File: src/rtl/fetch_stage_pkg.sv
// Shared definitions for the rv32i fetch stage: widths, bubble word, FSM states.
package fetch_stage_pkg;

  localparam int PC_W = 16;
  localparam int XLEN = 32;

  // addi x0,x0,0 -- the canonical bubble
  localparam logic [XLEN-1:0] NOP_WORD = 32'h00000013;

  typedef enum logic [1:0] {
    ST_BOOT = 2'd0,
    ST_RUN  = 2'd1,
    ST_HALT = 2'd2
  } fetch_state_t;

  // Sequential next PC; 16-bit wrap is intentional (0xFFFC -> 0x0000).
  function automatic logic [PC_W-1:0] pc_inc(input logic [PC_W-1:0] pc);
    return pc + PC_W'(4);
  endfunction

endpackage

File: src/rtl/fetch_stage_if_id_reg.sv
// IF/ID pipeline register. Three controls, in priority order:
//   bubble : squash to NOP, clear valid and fault, keep pc fields
//   load   : capture pc/pc+4 and either the word or (on fault) a faulting bubble
//   neither: hold everything (stall)
module fetch_stage_if_id_reg
  import fetch_stage_pkg::*;
#(
  parameter logic [XLEN-1:0] BUBBLE = NOP_WORD
) (
  input  logic            clk,
  input  logic            rst,
  input  logic            i_bubble,
  input  logic            i_load,
  input  logic            i_fault,
  input  logic [PC_W-1:0] i_pc,
  input  logic [PC_W-1:0] i_pc_plus4,
  input  logic [XLEN-1:0] i_instr,
  output logic            o_valid,
  output logic [PC_W-1:0] o_pc,
  output logic [PC_W-1:0] o_pc_plus4,
  output logic [XLEN-1:0] o_instr,
  output logic            o_fault
);

  logic            r_valid;
  logic [PC_W-1:0] r_pc;
  logic [PC_W-1:0] r_pc_plus4;
  logic [XLEN-1:0] r_instr;
  logic            r_fault;

  // Register update: bubble beats load; no control means hold.
  always_ff @(posedge clk or posedge rst) begin
    if (rst) begin
      r_valid    <= 1'b0;
      r_pc       <= '0;
      r_pc_plus4 <= '0;
      r_instr    <= BUBBLE;
      r_fault    <= 1'b0;
    end else if (i_bubble) begin
      r_valid    <= 1'b0;
      r_instr    <= BUBBLE;
      r_fault    <= 1'b0;
    end else if (i_load) begin
      r_pc       <= i_pc;
      r_pc_plus4 <= i_pc_plus4;
      r_fault    <= i_fault;
      r_valid    <= ~i_fault;
      r_instr    <= i_fault ? BUBBLE : i_instr;
    end
  end

  assign o_valid    = r_valid;
  assign o_pc       = r_pc;
  assign o_pc_plus4 = r_pc_plus4;
  assign o_instr    = r_instr;
  assign o_fault    = r_fault;

endmodule

File: src/rtl/fetch_stage.sv
// rv32i instruction-fetch stage: PC, BOOT/RUN/HALT FSM, imem address and IF/ID.
// Optional build macro FETCH_ALIGN_CHECK_EN: keep misaligned redirect targets
// as-is and fault on them; otherwise redirect targets are forced word-aligned.
module fetch_stage
  import fetch_stage_pkg::*;
#(
  parameter logic [PC_W-1:0] RESET_PC   = 16'h0000,
  parameter int              IMEM_WORDS = 128,
  parameter logic [XLEN-1:0] NOP_INSTR  = NOP_WORD
) (
  input  logic            clk,
  input  logic            rst,
  input  logic            stall,
  input  logic            redirect_valid,
  input  logic [PC_W-1:0] redirect_pc,
  input  logic            halt_req,
  output logic [PC_W-1:0] imem_addr,
  input  logic [XLEN-1:0] imem_rd,
  output logic            id_valid,
  output logic [PC_W-1:0] id_pc,
  output logic [PC_W-1:0] id_pc_plus4,
  output logic [XLEN-1:0] id_instr,
  output logic            fetch_fault,
  output logic            halted
);

  fetch_state_t    r_state;
  fetch_state_t    w_state_nxt;
  logic [PC_W-1:0] r_pc;
  logic [PC_W-1:0] w_pc_nxt;
  logic [PC_W-1:0] w_pc_plus4;
  logic [PC_W-1:0] w_redir_pc;
  logic            w_oor;
  logic            w_misalign;
  logic            w_fault;
  logic            w_load;
  logic            w_bubble;
  logic            w_halted;

  assign w_pc_plus4 = pc_inc(r_pc);
  assign imem_addr  = r_pc;

  // Word index compared in 32 bits so large IMEM_WORDS values cannot truncate.
  assign w_oor = (32'(r_pc[PC_W-1:2]) >= 32'(IMEM_WORDS));

`ifdef FETCH_ALIGN_CHECK_EN
  assign w_redir_pc = redirect_pc;
  assign w_misalign = (r_pc[1:0] != 2'b00);
`else
  assign w_redir_pc = redirect_pc & ~PC_W'(3);
  assign w_misalign = 1'b0;
`endif

  assign w_fault = w_oor | w_misalign;

  // FSM state register.
  always_ff @(posedge clk or posedge rst) begin
    if (rst) r_state <= ST_BOOT;
    else     r_state <= w_state_nxt;
  end

  // FSM next state: redirect always wins over a halt request.
  always_comb begin
    w_state_nxt = r_state;
    case (r_state)
      ST_BOOT: w_state_nxt = ST_RUN;
      ST_RUN:  if (!redirect_valid && halt_req) w_state_nxt = ST_HALT;
      ST_HALT: if (redirect_valid)              w_state_nxt = ST_RUN;
      default: w_state_nxt = ST_BOOT;
    endcase
  end

  // FSM outputs: next PC and IF/ID controls.
  // Halt entry squashes whatever sits in IF/ID, even under stall.
  always_comb begin
    w_pc_nxt = r_pc;
    w_load   = 1'b0;
    w_bubble = 1'b0;
    w_halted = 1'b0;
    case (r_state)
      ST_RUN: begin
        if (redirect_valid) begin
          w_pc_nxt = w_redir_pc;
          w_bubble = 1'b1;
        end else if (halt_req) begin
          w_bubble = 1'b1;
        end else if (!stall) begin
          w_pc_nxt = w_pc_plus4;
          w_load   = 1'b1;
        end
      end
      ST_HALT: begin
        w_halted = 1'b1;
        w_bubble = 1'b1;
        if (redirect_valid) w_pc_nxt = w_redir_pc;
      end
      default: ;
    endcase
  end

  // Program counter.
  always_ff @(posedge clk or posedge rst) begin
    if (rst) r_pc <= RESET_PC;
    else     r_pc <= w_pc_nxt;
  end

  assign halted = w_halted;

  fetch_stage_if_id_reg #(.BUBBLE(NOP_INSTR)) u_if_id (
    .clk        (clk),
    .rst        (rst),
    .i_bubble   (w_bubble),
    .i_load     (w_load),
    .i_fault    (w_fault),
    .i_pc       (r_pc),
    .i_pc_plus4 (w_pc_plus4),
    .i_instr    (imem_rd),
    .o_valid    (id_valid),
    .o_pc       (id_pc),
    .o_pc_plus4 (id_pc_plus4),
    .o_instr    (id_instr),
    .o_fault    (fetch_fault)
  );

endmodule

File: config.mk
export PLATFORM = sky130hd
export DESIGN_NAME = fetch_stage
export DESIGN_NICKNAME = d
export VERILOG_FILES = /design/src/rtl/fetch_stage_pkg.sv /design/src/rtl/fetch_stage_if_id_reg.sv /design/src/rtl/fetch_stage.sv
export SDC_FILE = /design/constraint.sdc
export NUM_CORES = 1
export LEC_CHECK = 0
export CORE_UTILIZATION = 30
export CTS_CLUSTER_SIZE = 20
export DETAILED_ROUTE_END_ITERATION = 7
export DONT_BUFFER_PORTS = 1
export GPL_ROUTABILITY_DRIVEN = 0
export PLACE_DENSITY = 0.53
export SETUP_SLACK_MARGIN = 0.4
export SYNTH_ARGS = -nofsm -noshare
export SYNTH_HDL_FRONTEND = slang
export SYNTH_SLANG_ARGS = --single-unit
File: constraint.sdc
create_clock -name clk -period 5.4 [get_ports clk]
set_clock_uncertainty 0.2 [all_clocks]
set_input_delay 1.08 -clock clk [delete_from_list [all_inputs] [get_ports clk]]
set_output_delay 1.08 -clock clk [all_outputs]
set_load 0.03 [all_outputs]
==> metrics.csv <==
metric;value;unit
Hold WC Path Type;flip-flop to flip-flop;
IO buf count;0;
RSZ-0062 raised after global routing;no;
top cell type's share of synthesized area;53.1;%
P per Cell Area;632;nW/µm²
die width;111;µm
layout cells sized above 1;14.0;%
Pre-antenna DRT Iters;4;
die area;12200;µm²
Synth Area in Adders;1.77;%
vias in the first global route;2417;
Worst Path Required;5460;ps
Placed Area;3570;µm²
Final setup viols;0;
Fmax;365;MHz
YS warnings;0;
dpl hpwl;5450;µm
min cycle time layout;2740;ps
post-CTS setup buffer count;0;
Synth cell types;46;
DR WL/cell;18.1;µm
CTS Buf Count;9;
commonest cells in the netlist;dfrtp_1 (75), a22o_1 (30), nand2_1 (29), o21ai_0 (25);
clock sink count;78;
hold_buf cts;0;
Slowest-stage cell, CP;nor2_2;
Mapped Cells;311;
ys flop type;dfrtp_1;
Crit path max-delay family;simple AND/OR/NAND/NOR gates;
Worst Tran Pin Value;1210;ps
max-capacitance violation count;0;
Crit Path Class;flip-flop to flip-flop;
cts repair resizes;0;
initial DRC count;98;
# rows;39;
P&R area growth vs syn;10.3;%
Finished Cell Area;3900;µm²
hold_sp;r_state[0];
Synth Area in Compound Gates;19.1;%
first-pass GRT wire length;13200;µm
status;completed;
Ports;136;
CP max stage delay;940;ps
Worst Setup SP;r_state[0];
Hold Vio Cnt, Final;0;
sequential fraction of the synthesis area;55.4;%
initial antenna violation count;0;
count leader, synth;dfrtp_1;
Synth Register Bits;78;
reg2reg start;r_state[0];
clock buffer depth;2;
gr usage total;14.0;%
cell accounting for the most synthesized area;dfrtp_1;
synth top area cells;dfrtp_1 (53%), a22o_1 (7.4%), o21ai_0 (3.5%);
die height;111;µm
htree depth;3;
Via Count;2366;
largest family of logic cells by synthesized area;compound AO/OA/AOI/OAI gates;
EDFF count, synth;0;
drt drc;0;
Pleak;0.00178;µW
Post-Synth XOR/XNOR Area;2.98;%
Initial Util;30.8;%
Syn Std Cell Area;3530;µm²
clock root cell;clkbuf_16;
vias per cell;5.26;
Syn Area/Cell;11.4;µm²
Relative slew margins;19.3;%
Clk pin slew, worst setup/hold paths;60;ps
worst-path fanout max;30;
ant diodes;0;
Final ANT Viol Nets;0;
fin crit share;50.8;%
Detailed Route WL;8150;µm
Final #Nets;361;
smallest hold slack;340;ps
core area;11500;µm²
CP Launch Type;flip-flop;
Async SR Flop Fraction;100;%
TritonCTS clock tree;built;
mux contribution to synthesized area;5.07;%
final setup TNS;0;ps
Arr. time, crit path;2810;ps
Clock Latency Late Sink;340;ps
Worst Setup End Kind;flip-flop;
worst path bufs/invs;1;
maximum VDD drop;0.244;mV
critical-path cell list;inv_1, ha_1, a211oi_2, nand3_2, nor2_2, a22o_1;
Slew Limit Fails;0;
grt total ovfl;0;
largest net degree at the start of global routing;48;
simple-gate portion of the synthesized area;9.07;%
[routing by layer]
layer  wire length [µm]  up-vias  part of all wire, %  GRT usage, %
met3                866       11                   11          6.15
met1               3430     1157                   42          17.2
li1                   -     1083                    -             -
met5                  0        -                    0             0
met4                163        0                  2.0          6.93
met2               3690      115                   45          21.0
[cell usage in the layout (no fill, tap or decap), types with 2 or more instances in the layout]
master	count
nand2_1	29
o22ai_1	6
mux2_2	7
a21oi_1	13
conb_1	6
xor2_1	7
nor3_1	5
bufinv_16	2
a2bb2oi_1	6
o2bb2ai_1	2
clkbuf_8	2
xnor2_1	5
nand3_1	7
o21ai_0	25
and3_1	4
a22oi_1	3
clkbuf_16	9
buf_4	4
and2_1	2
dfstp_2	3
nand4_1	2
ha_1	5
clkinv_2	3
nor2_2	2
nor2_1	6
a22o_1	30
mux2_4	6
and4_1	3
or2_2	2
dfrtp_1	75
inv_1	10
[flip-flops by register name, indices dropped and copies added (netlist names)]
name,flops
u_if_id.o_pc_plus4,14
u_if_id.o_instr,32
r_state,2
u_if_id.o_valid,1
imem_addr,14
u_if_id.o_pc,14
u_if_id.o_fault,1
[final timing paths]
| check | depth (start not counted) | end | slack, ps |
|---|---|---|---|
| min reg2reg | 1 | r_state[0] | 340 |
| min in group asynchronous | 1 | u_if_id.o_instr[15] | 440 |
| min | 1 | r_state[0] | 340 |
| max | 6 | u_if_id.o_instr[28] | 2660 |
| max reg2reg | 6 | u_if_id.o_instr[28] | 2660 |
| max in group asynchronous | 2 | u_if_id.o_pc[15] | 3510 |
[logic make-up (layout without fill, tap and decap cells)]
group	count (synthesis)	count (layout)
adder cells (fa/ha/maj)	5	5
AO/OA/AOI/OAI	96	96
other	1	6
XOR/XNOR	12	12
multiplexers	14	14
flip-flops	78	78
buffers and inverters	39	30
AND/OR/NAND/NOR	66	66
[stage by stage]
stage          utilization [%]  setup slack [ps]  cells  total power [µW]
3_5_place_dp              31.2              2470    435              1830
3_3_place_gp              31.2              2540    435              1810
5_1_grt                   34.0              2450    450              2620
4_1_cts                   34.0              2620    450              2500
6_report                  34.0              2660    450              2460
2_1_floorplan                -              2130    316              1710
[worst reg2reg max path, delay by kind of cell, from the launching register on]
family                   cells  cell delay, ps
AO/OA/AOI/OAI                2             560
buffers and inverters        1              80
AND/OR/NAND/NOR              2            1050
flip-flops                   1             370
adder cells (fa/ha/maj)      1             420
[report_power, final]
| group | leakage, µW | internal (µW) | switching, µW |
|---|---|---|---|
| clock network | 0.000161 | 425 | 227 |
| registers | 0.000987 | 742 | 512 |
| logic | 0.000631 | 243 | 316 |
[cell type report]
cell class                 instances  area [µm²]
fill                            1123        7570
sequential                        78        1960
multi-input combinational        199        1370
clock buffer                      11         253
tap                              143         179
clock inverter                     4        70.1
inverter                          11        42.5
timing repair buffer               4        30.0
No activity file was read; power rests on OpenSTA's default activity.
